<file path="config.mk">
export PLATFORM = sky130hd
export DESIGN_NAME = uart_frame_deframer
export DESIGN_NICKNAME = d
export VERILOG_FILES = /design/src/rtl/uart_spi_pkg.sv /design/src/rtl/frame_buf.sv /design/src/rtl/uart_frame_deframer.sv
export SDC_FILE = /design/constraint.sdc
export NUM_CORES = 1
export LEC_CHECK = 0
export CORE_MARGIN = 10
export CORE_UTILIZATION = 55
export DETAILED_ROUTE_END_ITERATION = 8
export GPL_TIMING_DRIVEN = 1
export PLACE_DENSITY_LB_ADDON = 0.2
export SYNTH_ARGS = -nofsm -noshare
export SYNTH_HDL_FRONTEND = slang
export SYNTH_SLANG_ARGS = --single-unit
</file>
<file path="constraint.sdc">
create_clock -name clk -period 5.54 [get_ports clk]
set_clock_uncertainty 0.05 [all_clocks]
set_input_delay 1.108 -clock clk [delete_from_list [all_inputs] [get_ports clk]]
set_output_delay 1.108 -clock clk [all_outputs]
set_load 0.02 [all_outputs]
</file>
<file path="src/rtl/uart_spi_pkg.sv">
// Shared definitions for the UART framed-command to SPI path.
//   state_e      : deframer FSM states
//   ERR_*        : err_code values reported on frame rejection
//   DEFAULT_SOF_BYTE : default start-of-frame marker
package uart_spi_pkg;

    typedef enum logic [2:0] {
        HUNT,
        LEN,
        PAYLOAD,
        CSUM,
        DRAIN
    } state_e;

    localparam logic [1:0] ERR_NONE    = 2'd0;
    localparam logic [1:0] ERR_LEN     = 2'd1;
    localparam logic [1:0] ERR_CSUM    = 2'd2;
    localparam logic [1:0] ERR_TIMEOUT = 2'd3;

    localparam logic [7:0] DEFAULT_SOF_BYTE = 8'hA5;

endpackage

</file>
<file path="src/rtl/frame_buf.sv">
// Payload buffer: MAX_LEN x 8 register array.
//   clk   : write clock
//   we    : write enable, writes wdata to waddr on the rising edge
//   waddr : write pointer (PTR_W bits, only 0..MAX_LEN-1 are ever written)
//   wdata : byte to store
//   raddr : read pointer
//   rdata : combinational read of raddr
module frame_buf #(
    parameter int unsigned MAX_LEN = 16,
    parameter int unsigned PTR_W   = $clog2(MAX_LEN + 1)
) (
    input  logic             clk,
    input  logic             we,
    input  logic [PTR_W-1:0] waddr,
    input  logic [7:0]       wdata,
    input  logic [PTR_W-1:0] raddr,
    output logic [7:0]       rdata
);

    // Pointers carry one extra bit so they can hold MAX_LEN; entries only need the low bits.
    localparam int unsigned IDX_W = (MAX_LEN > 1) ? $clog2(MAX_LEN) : 1;

    logic [7:0] mem_q [MAX_LEN];

    always_ff @(posedge clk) begin
        if (we) begin
            mem_q[waddr[IDX_W-1:0]] <= wdata;
        end
    end

    assign rdata = mem_q[raddr[IDX_W-1:0]];

    logic unused_ptr_bits;
    assign unused_ptr_bits = ^{waddr, raddr};

endmodule

</file>
<file path="src/rtl/uart_frame_deframer.sv">
// Frame hunter between uart_rx and spi_master.
// Frame: SOF, LEN, LEN payload bytes, XOR checksum (LEN ^ payload). A verified payload is
// issued to SPI one byte per start/done handshake; bad frames never reach the bus.
// Ports:
//   clk, rst (sync, active-low)
//   uart_done/uart_data : received byte strobe and value
//   spi_done            : transfer-complete strobe from spi_master
//   spi_start/spi_tx_data : transfer request and the byte, held until spi_done
//   busy      : not in HUNT
//   frame_ok  : pulse when a frame has been fully drained (or LEN=0 frame verified)
//   frame_err : pulse on rejection, cause in err_code (held until next rejection)
//   rx_drop   : pulse when a byte arrives during DRAIN and is discarded
// Optional: define UART_FRAME_TIMEOUT_EN to abort stalled frames after TIMEOUT_CYCLES.
module uart_frame_deframer
    import uart_spi_pkg::*;
#(
    parameter int unsigned MAX_LEN        = 16,
    parameter logic [7:0]  SOF_BYTE       = DEFAULT_SOF_BYTE,
    parameter int unsigned TIMEOUT_CYCLES = 20000
) (
    input  logic       clk,
    input  logic       rst,
    input  logic       uart_done,
    input  logic [7:0] uart_data,
    input  logic       spi_done,
    output logic       spi_start,
    output logic [7:0] spi_tx_data,
    output logic       busy,
    output logic       frame_ok,
    output logic       frame_err,
    output logic [1:0] err_code,
    output logic       rx_drop
);

    localparam int unsigned PTR_W     = $clog2(MAX_LEN + 1);
    localparam logic [7:0]  MAX_LEN_B = 8'(MAX_LEN);

    state_e           state_q, state_d;
    logic [PTR_W-1:0] len_q, len_d;
    logic [PTR_W-1:0] wr_ptr_q, wr_ptr_d;
    logic [PTR_W-1:0] rd_ptr_q, rd_ptr_d;
    logic [7:0]       csum_q, csum_d;
    logic             issue_q, issue_d;   // first cycle of DRAIN: issue byte 0
    logic             spi_start_q, spi_start_d;
    logic [7:0]       spi_tx_data_q, spi_tx_data_d;
    logic             frame_ok_q, frame_ok_d;
    logic             frame_err_q, frame_err_d;
    logic [1:0]       err_code_q, err_code_d;
    logic             rx_drop_q, rx_drop_d;
    logic             drain_ok;
    logic             buf_we;
    logic [7:0]       buf_rdata;
    logic             tmo_hit;

    frame_buf #(
        .MAX_LEN (MAX_LEN),
        .PTR_W   (PTR_W)
    ) u_frame_buf (
        .clk   (clk),
        .we    (buf_we),
        .waddr (wr_ptr_q),
        .wdata (uart_data),
        .raddr (rd_ptr_d),
        .rdata (buf_rdata)
    );

`ifdef UART_FRAME_TIMEOUT_EN
    localparam int unsigned CNT_W = $clog2(TIMEOUT_CYCLES + 1);

    logic [CNT_W-1:0] tmo_cnt_q, tmo_cnt_d;
    logic             in_frame;

    // Every entry into LEN/PAYLOAD/CSUM happens on uart_done, so clearing on uart_done
    // also covers the clear-on-entry case.
    always_comb begin
        in_frame  = (state_q == LEN) || (state_q == PAYLOAD) || (state_q == CSUM);
        tmo_cnt_d = (in_frame && !uart_done) ? tmo_cnt_q + 1'b1 : '0;
        tmo_hit   = in_frame && !uart_done && (tmo_cnt_q == CNT_W'(TIMEOUT_CYCLES));
    end

    always_ff @(posedge clk) begin
        if (!rst) begin
            tmo_cnt_q <= '0;
        end else begin
            tmo_cnt_q <= tmo_cnt_d;
        end
    end
`else
    assign tmo_hit = 1'b0;

    logic unused_tmo_cfg;
    assign unused_tmo_cfg = ^TIMEOUT_CYCLES;
`endif

    always_comb begin
        state_d     = state_q;
        len_d       = len_q;
        wr_ptr_d    = wr_ptr_q;
        rd_ptr_d    = rd_ptr_q;
        csum_d      = csum_q;
        issue_d     = 1'b0;
        spi_start_d = 1'b0;
        frame_ok_d  = 1'b0;
        frame_err_d = 1'b0;
        err_code_d  = err_code_q;
        rx_drop_d   = 1'b0;
        drain_ok    = 1'b0;
        buf_we      = 1'b0;

        unique case (state_q)
            HUNT: begin
                if (uart_done && uart_data == SOF_BYTE) begin
                    state_d = LEN;
                end
            end
            LEN: begin
                if (uart_done) begin
                    csum_d   = uart_data;
                    wr_ptr_d = '0;
                    if (uart_data > MAX_LEN_B) begin
                        frame_err_d = 1'b1;
                        err_code_d  = ERR_LEN;
                        state_d     = HUNT;
                    end else begin
                        len_d   = uart_data[PTR_W-1:0];
                        state_d = (uart_data == 8'h00) ? CSUM : PAYLOAD;
                    end
                end
            end
            PAYLOAD: begin
                if (uart_done) begin
                    buf_we   = 1'b1;
                    wr_ptr_d = wr_ptr_q + 1'b1;
                    csum_d   = csum_q ^ uart_data;
                    if (wr_ptr_d == len_q) begin
                        state_d = CSUM;
                    end
                end
            end
            CSUM: begin
                if (uart_done) begin
                    if (uart_data != csum_q) begin
                        frame_err_d = 1'b1;
                        err_code_d  = ERR_CSUM;
                        state_d     = HUNT;
                    end else if (len_q == '0) begin
                        frame_ok_d = 1'b1;
                        state_d    = HUNT;
                    end else begin
                        rd_ptr_d = '0;
                        issue_d  = 1'b1;
                        state_d  = DRAIN;
                    end
                end
            end
            DRAIN: begin
                rx_drop_d = uart_done;
                if (issue_q) begin
                    spi_start_d = 1'b1;
                end else if (spi_done) begin
                    rd_ptr_d = rd_ptr_q + 1'b1;
                    if (rd_ptr_d == len_q) begin
                        drain_ok = 1'b1;
                        state_d  = HUNT;
                    end else begin
                        spi_start_d = 1'b1;
                    end
                end
            end
            default: state_d = HUNT;
        endcase

        if (tmo_hit) begin
            frame_err_d = 1'b1;
            err_code_d  = ERR_TIMEOUT;
            state_d     = HUNT;
        end

        // rd_ptr_d already points at the byte to send, so the read is ready this cycle.
        spi_tx_data_d = spi_start_d ? buf_rdata : spi_tx_data_q;
    end

    always_ff @(posedge clk) begin
        if (!rst) begin
            state_q       <= HUNT;
            len_q         <= '0;
            wr_ptr_q      <= '0;
            rd_ptr_q      <= '0;
            csum_q        <= '0;
            issue_q       <= 1'b0;
            spi_start_q   <= 1'b0;
            spi_tx_data_q <= 8'h00;
            frame_ok_q    <= 1'b0;
            frame_err_q   <= 1'b0;
            err_code_q    <= ERR_NONE;
            rx_drop_q     <= 1'b0;
        end else begin
            state_q       <= state_d;
            len_q         <= len_d;
            wr_ptr_q      <= wr_ptr_d;
            rd_ptr_q      <= rd_ptr_d;
            csum_q        <= csum_d;
            issue_q       <= issue_d;
            spi_start_q   <= spi_start_d;
            spi_tx_data_q <= spi_tx_data_d;
            frame_ok_q    <= frame_ok_d;
            frame_err_q   <= frame_err_d;
            err_code_q    <= err_code_d;
            rx_drop_q     <= rx_drop_d;
        end
    end

    assign spi_start   = spi_start_q;
    assign spi_tx_data = spi_tx_data_q;
    assign busy        = (state_q != HUNT);
    // Drain completion is flagged in the same cycle as the final spi_done.
    assign frame_ok    = frame_ok_q | drain_ok;
    assign frame_err   = frame_err_q;
    assign err_code    = err_code_q;
    assign rx_drop     = rx_drop_q;

endmodule
</file>
Word level (Yosys, flattened, before mapping)

Memories as Yosys holds them, arrays and structs flattened. A register that Yosys moved wholly into a read port is not among the register bits.
Cells that the tools add are included.

Memories: 1
Output and inout port bits: 15
Bits in latches: 0
ROM bits: 0
Input port bits: 12
Bits in writable memories: 128
Register bits after elaboration: 33
Logic and storage cells: 107

Reductions and logical operators: 16
Add/sub/neg operators: 2
Equal/unequal tests: 20
Shifts and indexed selects: 0
Bitwise operators: 6
Multiply operators: 0
Magnitude comparators: 1
Div/mod/pow operators: 0
Multiplexer cells: 49

Memories:

| name              | depth | bits a word | read ports | clocked after memory_dff | wr ports | line            | source |
|---|---|---|---|---|---|---|---|
| u_frame_buf.mem_q | 16    | 8           | 1          | 1                        | 1        | frame_buf.sv:23 | `logic [7:0] mem_q [MAX_LEN];` |

Operators by type and width:

| kind                                                                             | count |
|---|---|
| 5-bit two-way mux                                                                | 7 |
| 3-bit two-way mux                                                                | 10 |
| 2-bit inequality test (second input constant)                                    | 12 |
| 5-bit one-hot mux with 2 select lines                                            | 2 |
| 1-bit two-way mux                                                                | 19 |
| 8-bit two-way mux                                                                | 2 |
| 8-bit one-hot mux with 2 select lines                                            | 1 |
| 3-bit one-hot mux with 5 select lines                                            | 1 |
| 5-bit by 1-bit adder with 5-bit output (second input constant)                   | 2 |
| 5-bit equality test                                                              | 2 |
| 2-bit two-way mux                                                                | 5 |
| 8-bit equality test (second input constant)                                      | 1 |
| 8-bit by 5-bit greater-than comparator with 1-bit output (second input constant) | 1 |
| 8-bit zero test                                                                  | 1 |
| 8-bit inequality test                                                            | 1 |
| 8-bit AND reduction                                                              | 1 |
| 8-bit XOR                                                                        | 1 |
| 3-bit by 2-bit equality test with 1-bit output (second input constant)           | 2 |
| 3-bit AND reduction                                                              | 2 |
| 6-bit AND reduction                                                              | 1 |
| 2-bit nonzero test                                                               | 3 |
| 5-bit zero test                                                                  | 1 |
| 5-bit AND reduction                                                              | 1 |
| 1-bit inverter                                                                   | 4 |
| other kinds (11)                                                                 | 11 |

Logic depth before layout (Yosys ltp)

Gate-level depths: netlist (run 1).

Depth in word-level cells: 7
Mapped depth: 11
Mapped depth without buffers: 9

Cells and area by module

From an unflattened synthesis (run 1), not the netlist that was laid out.

Cells, all modules: 500
Area, all modules: 7220.7 µm²

By module, submodules not included:

| module              | area each (µm²) | times used | cells an instance | sequential area each (µm²) |
|---|---|---|---|---|
| frame_buf           | 4987.3          | 1          | 221               | 3843.7 |
| uart_frame_deframer | 2233.4          | 1          | 279               | 820.8 |

Worst setup path after synthesis (run 1)

No wires, ideal clock.

Path type: in2reg
Start point: input uart_data[2]
End point: register spi_tx_data_q[0], in the netlist spi_tx_data[0] (read register of u_frame_buf.mem_q)
Setup time: 122 ps
Stages: 8
Arrival time: 2868 ps
Path buffers: 2
Slack: 2500 ps
Data required time: 5368 ps
Cell sequence: xnor2_1 nand4_1 nor2_1 o221a_2 buf_2 clkbuf_1 a21oi_1 a221o_1

Longest elaborated chain between the ends: 4

RTL lines:

| what                                  | line                       | source |
|---|---|---|
| start: declaration                    | uart_frame_deframer.sv:24  | `input logic [7:0] uart_data,` |
| 8-bit inequality test                 | uart_frame_deframer.sv:142 | `if (uart_data != csum_q) begin` |
| 5-bit two-way mux                     | uart_frame_deframer.sv:142 |  |
| 5-bit two-way mux                     | uart_frame_deframer.sv:141 | `if (uart_done) begin` |
| 5-bit one-hot mux with 2 select lines | uart_frame_deframer.sv:110 | `unique case (state_q)` |
| end: declaration                      | uart_frame_deframer.sv:45  | `logic [7:0] spi_tx_data_q, spi_tx_data_d;` |

No other way between the ends. The select of a mux whose other input is x is not followed.
A chain may end at the register's enable or synchronous reset.

Worst setup path in the final report (run 1)

Start point: input spi_done
End point: output frame_ok

Longest elaborated chain between the ends: 4

RTL lines:

| what               | line                       | source |
|---|---|---|
| start: declaration | uart_frame_deframer.sv:25  | `input logic spi_done,` |
| 1-bit two-way mux  | uart_frame_deframer.sv:160 | `end else if (spi_done) begin` |
| 1-bit two-way mux  | uart_frame_deframer.sv:158 | `if (issue_q) begin` |
| 1-bit two-way mux  | uart_frame_deframer.sv:110 |  |
| 1-bit OR           | uart_frame_deframer.sv:217 | `assign frame_ok = frame_ok_q \| drain_ok;` |
| end: declaration   | uart_frame_deframer.sv:29  | `output logic frame_ok,` |

No other way between the ends.

==> metrics.txt, run 1 <==
fin. max-slew vios 0; DRT antenna net count 0; Die Wd 136.6 um; Inst Count DP 754; synth top area cells edfxtp_1, dfxtp_1, mux2i_1, mux2_2, nor2_1; initial antenna violation count 0; Final setup viols 0; Sequential Power Share 51.2%; Rel. slew slack 24.24%; Worst Setup Start Kind primary input; FILL cells 992; Post-CTS Setup Bufs 0; Synth top area share 51.39%; Final min period 4.049 ns; routed vias 4673; area of the die 18660 um^2; CTS tree done; WL per Instance 20.26 um; status complete, no violations; period utilization 73.08%; Rows 42; Clock Power Share 44.4%; post-detail-place hpwl 10260 um; NetSw 0.5568 mW; mapped cell area 7480 um^2; Internal 2.151 mW; diode count 0; cts hold-fix bufs 0; switching share of total power 20.56%; reg-to-reg slack, setup 2.09 ns; most frequent cell after synthesis edfxtp_1; Post-Synthesis Cells 563; yosys warns 0; TritonCTS Buffers 17; first-pass GRT wire length 24740 um; ys async rst share 0%; CTS Root Cell clkbuf_16; WHS Path Cells 1; final hold vios 0; core area 13300 um^2; CTS resizes 0; clk_lat worst skew 0.43 ns; CP Max Fanout 5; commonest cells in the netlist edfxtp_1, nor2_1, mux2i_1; CP Capture Type output pin; pwr dens 317.4 nW/um^2; Reg clk slew, reported paths 0.06 ns; Leakage 2.767 nW; EDFF count, synth 128; Setup TNS Final 0 ns; leading area contributor after synthesis edfxtp_1; final WL 15920 um; Yosys reg bits 169; drt pass-1 iters 5; grt ovf 0; I/O Buffers 26; Peak VDD IR 220.9 uV; layout net count 614; Initial Util 56.26%; combinational share of power 4.4%; starting DRC count in detailed routing 507; ys flop type edfxtp_1; largest net degree at the start of global routing 33; Placer Congestion 0.8481; Slew @ Worst Pin 1.134 ns; worst path required time 4.38 ns; Highest Clock Rate 247.0 MHz; Area Growth Syn to Fin 14.07%; RSZ-0062 raised after global routing no; H-tree depth 4; Worst Path Arrival 2.89 ns; Post-route DRC 0; Unique masters post-synth 65; Seq/Total Area, Yosys 62.36%; number of global-route vias before repair 4440; syn_nets 580; clock sink count 169; WS Path Type in2out; Hold Crit Class reg2reg; max_cap viols 0; vias per cell 5.945; Synth Area per Inst 13.29 um^2; R2R depth 7; fin cells 786; Die H 136.6 um; I/O pins 27; layout cell share with drive strength beyond 1 15.41%; CTS max path bufs 2; gr usage total 17.48%
## critical path: stages
cell and delay (ns):
clkdlybuf4s50_1 0.47, nor2b_1 0.33, nand2_1 0.20, o21bai_1 0.16, clkdlybuf4s50_1 0.62
## per-stage QoR
stage	worst slack [ns]	hold WS [ns]	utilization [%]	power, mW	cell area (um^2)
6_report	1.491	0.4455	64.17	2.708	8532
3_3_place_gp	1.160	0.4272	59.62	1.525	7926
2_1_floorplan	2.500	0.4083	-	1.477	7480
4_1_cts	1.455	0.4404	64.17	2.720	8532
5_1_grt	1.343	0.4621	64.17	2.789	8532
3_5_place_dp	1.138	0.4318	59.62	1.530	7926
## power by group through the flow
stage          clock network (mW)  registers, mW  logic [mW]
2_1_floorplan                   0           1.41      0.0700
3_3_place_gp                    0           1.41       0.114
3_5_place_dp                    0           1.41       0.118
4_1_cts                      1.22           1.38       0.119
5_1_grt                      1.27           1.39       0.133
6_report                     1.20           1.39       0.120
## per-layer routing
layer / vias to the layer above / share of wire, % / GRT usage, %
met5: - / 0 / 0
met3: 19 / 4.9 / 3.629
met1: 2314 / 46 / 23.40
met2: 158 / 48 / 27.67
met4: 0 / 1.5 / 6.095
li1: 2182 / - / -
## path summary, 6_finish.rpt
check,to,start
max,frame_ok,spi_done
min,wr_ptr_q[4]$_SDFFE_PN0P_,wr_ptr_q[4]$_SDFFE_PN0P_
max reg2reg,spi_tx_data[1]$_SDFFE_PN0P_,state_q[0]$_SDFFE_PN0P_
min reg2reg,wr_ptr_q[4]$_SDFFE_PN0P_,wr_ptr_q[4]$_SDFFE_PN0P_
## layout by cell type, fill, tap and decap left out, types with 3 or more instances in the layout
| cell | synthesis | layout |
|---|---|---|
| nand3_1 | 15 | 15 |
| a22oi_1 | 9 | 9 |
| dfxtp_1 | 41 | 41 |
| mux2_1 | 3 | 3 |
| clkdlybuf4s50_1 | 0 | 26 |
| nand4_1 | 6 | 6 |
| nand3b_1 | 3 | 3 |
| mux2i_1 | 52 | 52 |
| clkbuf_16 | 0 | 17 |
| nand2b_1 | 4 | 4 |
| o221ai_2 | 4 | 4 |
| o21ai_0 | 21 | 21 |
| xnor2_1 | 17 | 17 |
| nand2_1 | 26 | 26 |
| and2_1 | 3 | 3 |
| inv_1 | 9 | 9 |
| mux2_2 | 27 | 27 |
| ha_1 | 5 | 5 |
| xor2_1 | 6 | 6 |
| edfxtp_1 | 128 | 128 |
| bufinv_16 | 0 | 3 |
| a221o_1 | 7 | 7 |
| a211oi_1 | 3 | 3 |
| o221ai_1 | 3 | 3 |
| buf_4 | 0 | 15 |
| a21o_1 | 3 | 3 |
| nor2_1 | 61 | 61 |
| a21oi_1 | 26 | 26 |
| nor2b_1 | 3 | 3 |
| nor3_1 | 10 | 10 |
## flip-flops by register name, summed over array words and instances (netlist names)
register	cells
u_frame_buf.mem_q	128
csum_q	8
spi_tx_data	8
len_q	5
rd_ptr_q	5
wr_ptr_q	5
state_q	3
err_code	2
frame_err	1
frame_ok_q	1
issue_q	1
rx_drop	1
spi_start	1
## cell type report
class | count | area (um^2) | share of cell area, %
Clock buffer | 21 | 460.4 | 5.397
Tap cell | 176 | 220.2 | 2.581
Multi-Input combinational cell | 357 | 2611 | 30.61
Inverter | 10 | 37.54 | 0.4399
Sequential cell | 169 | 4664 | 54.67
Clock inverter | 11 | 145.1 | 1.701
Timing Repair Buffer | 42 | 392.9 | 4.605
## logic make-up (layout without fill, tap and decap cells)
logic type,after synthesis,in the layout,synth area share [%]
buffers and inverters,37,84,2.726
and+or+nand+nor,151,151,10.19
muxes,83,83,11.78
DFF,169,169,62.36
xor gates and xnor gates,23,23,2.693
AOI/OAI and AO/OA,95,95,9.418
adders and majority gates,5,5,0.8364
Note: power is estimated with default switching activity, not from simulation.
==> inputs of run 2 (changes only) <==
==> constraint.sdc (replaced) <==
create_clock -name clk -period 4.05 [get_ports clk]
set_clock_uncertainty 0.05 [all_clocks]
set_input_delay 0.81 -clock clk [delete_from_list [all_inputs] [get_ports clk]]
set_output_delay 0.81 -clock clk [all_outputs]
set_load 0.02 [all_outputs]
==> run 2 against run 1 <==
- non-clock buffer count rose by 8
- sequential power rose by 36%
- wire length fell by 0.57%
- worst hold slack improved by 0.0076 ns
- via count fell by 1.6%
- critical endpoint unchanged
- utilization rose by 0.62 points
- worst setup slack got worse by 0.97 ns
- cell area rose by 0.97%
- global-route usage rose by 0.19 points
- clock-buffer cell count fell by 4
- critical path depth did not move
- total power rose by 38%
- highest routed layer unchanged
==> metrics.txt, run 2 (synthesis gave the netlist of run 1 again) <==
status complete, no violations; diode count 0 (unchanged); pwr dens 433.5 nW/um^2 (+37%); Rows 42 (unchanged); first-pass GRT wire length 25040 um (+1.2%); CTS max path bufs 2 (unchanged); H-tree depth 4 (unchanged); TritonCTS Buffers 17 (unchanged); RSZ-0062 raised after global routing no; Highest Clock Rate 283.2 MHz; core area 13300 um^2 (unchanged); Worst Path Arrival 2.67 ns (-0.22 ns); PnR worst setup slack 0.5187 ns (-0.9726 ns); Initial Util 56.26% (unchanged); Post-DP Area 7999 um^2 (+0.92%); FILL cells 971 (-2.1%); I/O Buffers 26 (unchanged); Util after Layout 64.79% (+0.62 points); Worst Setup Start Kind primary input; Setup TNS Final 0 ns (unchanged); CP Capture Type output pin; Peak VDD IR 296.2 uV (+34%); CTS resizes 0 (unchanged); WHS 0.4531 ns (+0.007599 ns); CTS tree done; worst path required time 3.19 ns (-1.19 ns); WL per Instance 19.94 um (-1.6%); post-detail-place hpwl 10490 um (+2.3%); starting DRC count in detailed routing 383 (-24%); number of global-route vias before repair 4551 (+2.5%); I/O pins 27 (unchanged); clk_lat worst skew 0.43 ns (about the same); Die H 136.6 um (unchanged); max reg flops 128 (unchanged); routed vias 4599 (-1.6%); drt pass-1 iters 5 (unchanged); WS Path Type in2out; layout net count 622 (+1.3%); gr usage total 17.67% (+0.19 points); Post-CTS Setup Bufs 0 (unchanged); Area Growth Syn to Fin 15.17%; Final min period 3.531 ns; Leakage 2.811 nW (+1.6%); initial antenna violation count 0 (unchanged); CP Max Fanout 5 (unchanged); max_cap viols 0 (unchanged); CTS Root Cell clkbuf_16; vias per cell 5.792 (-2.6%); DRT antenna net count 0 (unchanged); commonest non-fill, non-tap cells in the layout edfxtp_1, nor2_1, mux2i_1; Slew @ Worst Pin 0.8891 ns (-0.2449 ns); final hold vios 0 (unchanged); period utilization 87.19%; cts hold-fix bufs 0 (unchanged); Placer Congestion 0.8162 (-3.8%); Die Wd 136.6 um (unchanged); fin. max-slew vios 0 (unchanged); Final Instance Area 8615 um^2 (+0.97%); area of the die 18660 um^2 (unchanged); Rel. slew slack 40.51% (+16 points); largest net degree at the start of global routing 38 (+15%); Hold Crit Class reg2reg; Post-route DRC 0 (unchanged); Reg clk slew, reported paths 0.06 ns (about the same); worst slack at placement 0.4386 ns (-0.6995 ns); most common cell after layout, fill and taps aside edfxtp_1; clock sink count 169 (unchanged); grt ovf 0 (unchanged); layout cell share with drive strength beyond 1 17.15% (+1.7 points); Final setup viols 0 (unchanged); final WL 15830 um (-0.57%)
-- run 2: cell types whose count changed in the layout (fill, tap and decap cells not counted), sizes merged --
cell,before,now
clkbuf,21,17
inv,12,15
clkinv,5,4
buf,16,24
clkinvlp,1,3
-- run 2: worst max-delay path: stages --
cell and delay [ns]:
clkdlybuf4s50_1 0.47, nor2b_1 0.36, nand2_1 0.21, o21bai_1 0.19
clkdlybuf4s50_1 0.62
-- run 2: where the power goes --
group | switching (mW) | total (mW) | internal (mW)
clock network | 0.689 | 1.67 | 0.983
logic | 0.103 | 0.169 | 0.0657
registers | 0.0189 | 1.89 | 1.88
-- run 2: layer usage --
layer	up-vias	wire [um]	GRT usage, %
met4	0	260	5.917
met1	2268	7143	23.50
met2	110	7617	28.02
met5	-	0	0
met3	22	813	3.959
li1	2199	-	-
-- run 2: cell type report --
| cell class | count | area, um^2 | area share, % |
|---|---|---|---|
| tap | 176 | 220.2 | 2.556 |
| clock inverter | 15 | 190.2 | 2.208 |
| sequential | 169 | 4664 | 54.15 |
| timing repair buffer | 50 | 465.4 | 5.403 |
| inverter | 10 | 37.54 | 0.4357 |
| clock buffer | 17 | 425.4 | 4.938 |
| multi-input combinational | 357 | 2611 | 30.31 |
-- run 2: metrics by stage --
step,cells,total power [mW]
floorplan,563,2.021
global placement,762,2.091
detailed placement,762,2.099
CTS,794,3.756
global route,794,3.841
finish,794,3.735
-- run 2: path summary, 6_finish.rpt --
path	depth (start not counted)	to	slack (ns)	start
max	5	frame_ok	0.52	spi_done
min reg2reg	2	err_code[1]$_SDFFE_PN0P_	0.45	err_code[1]$_SDFFE_PN0P_
min	2	err_code[1]$_SDFFE_PN0P_	0.45	err_code[1]$_SDFFE_PN0P_
max reg2reg	5	u_frame_buf.mem_q[13][7]$_DFFE_PP_	1.13	state_q[1]$_SDFFE_PN0P_
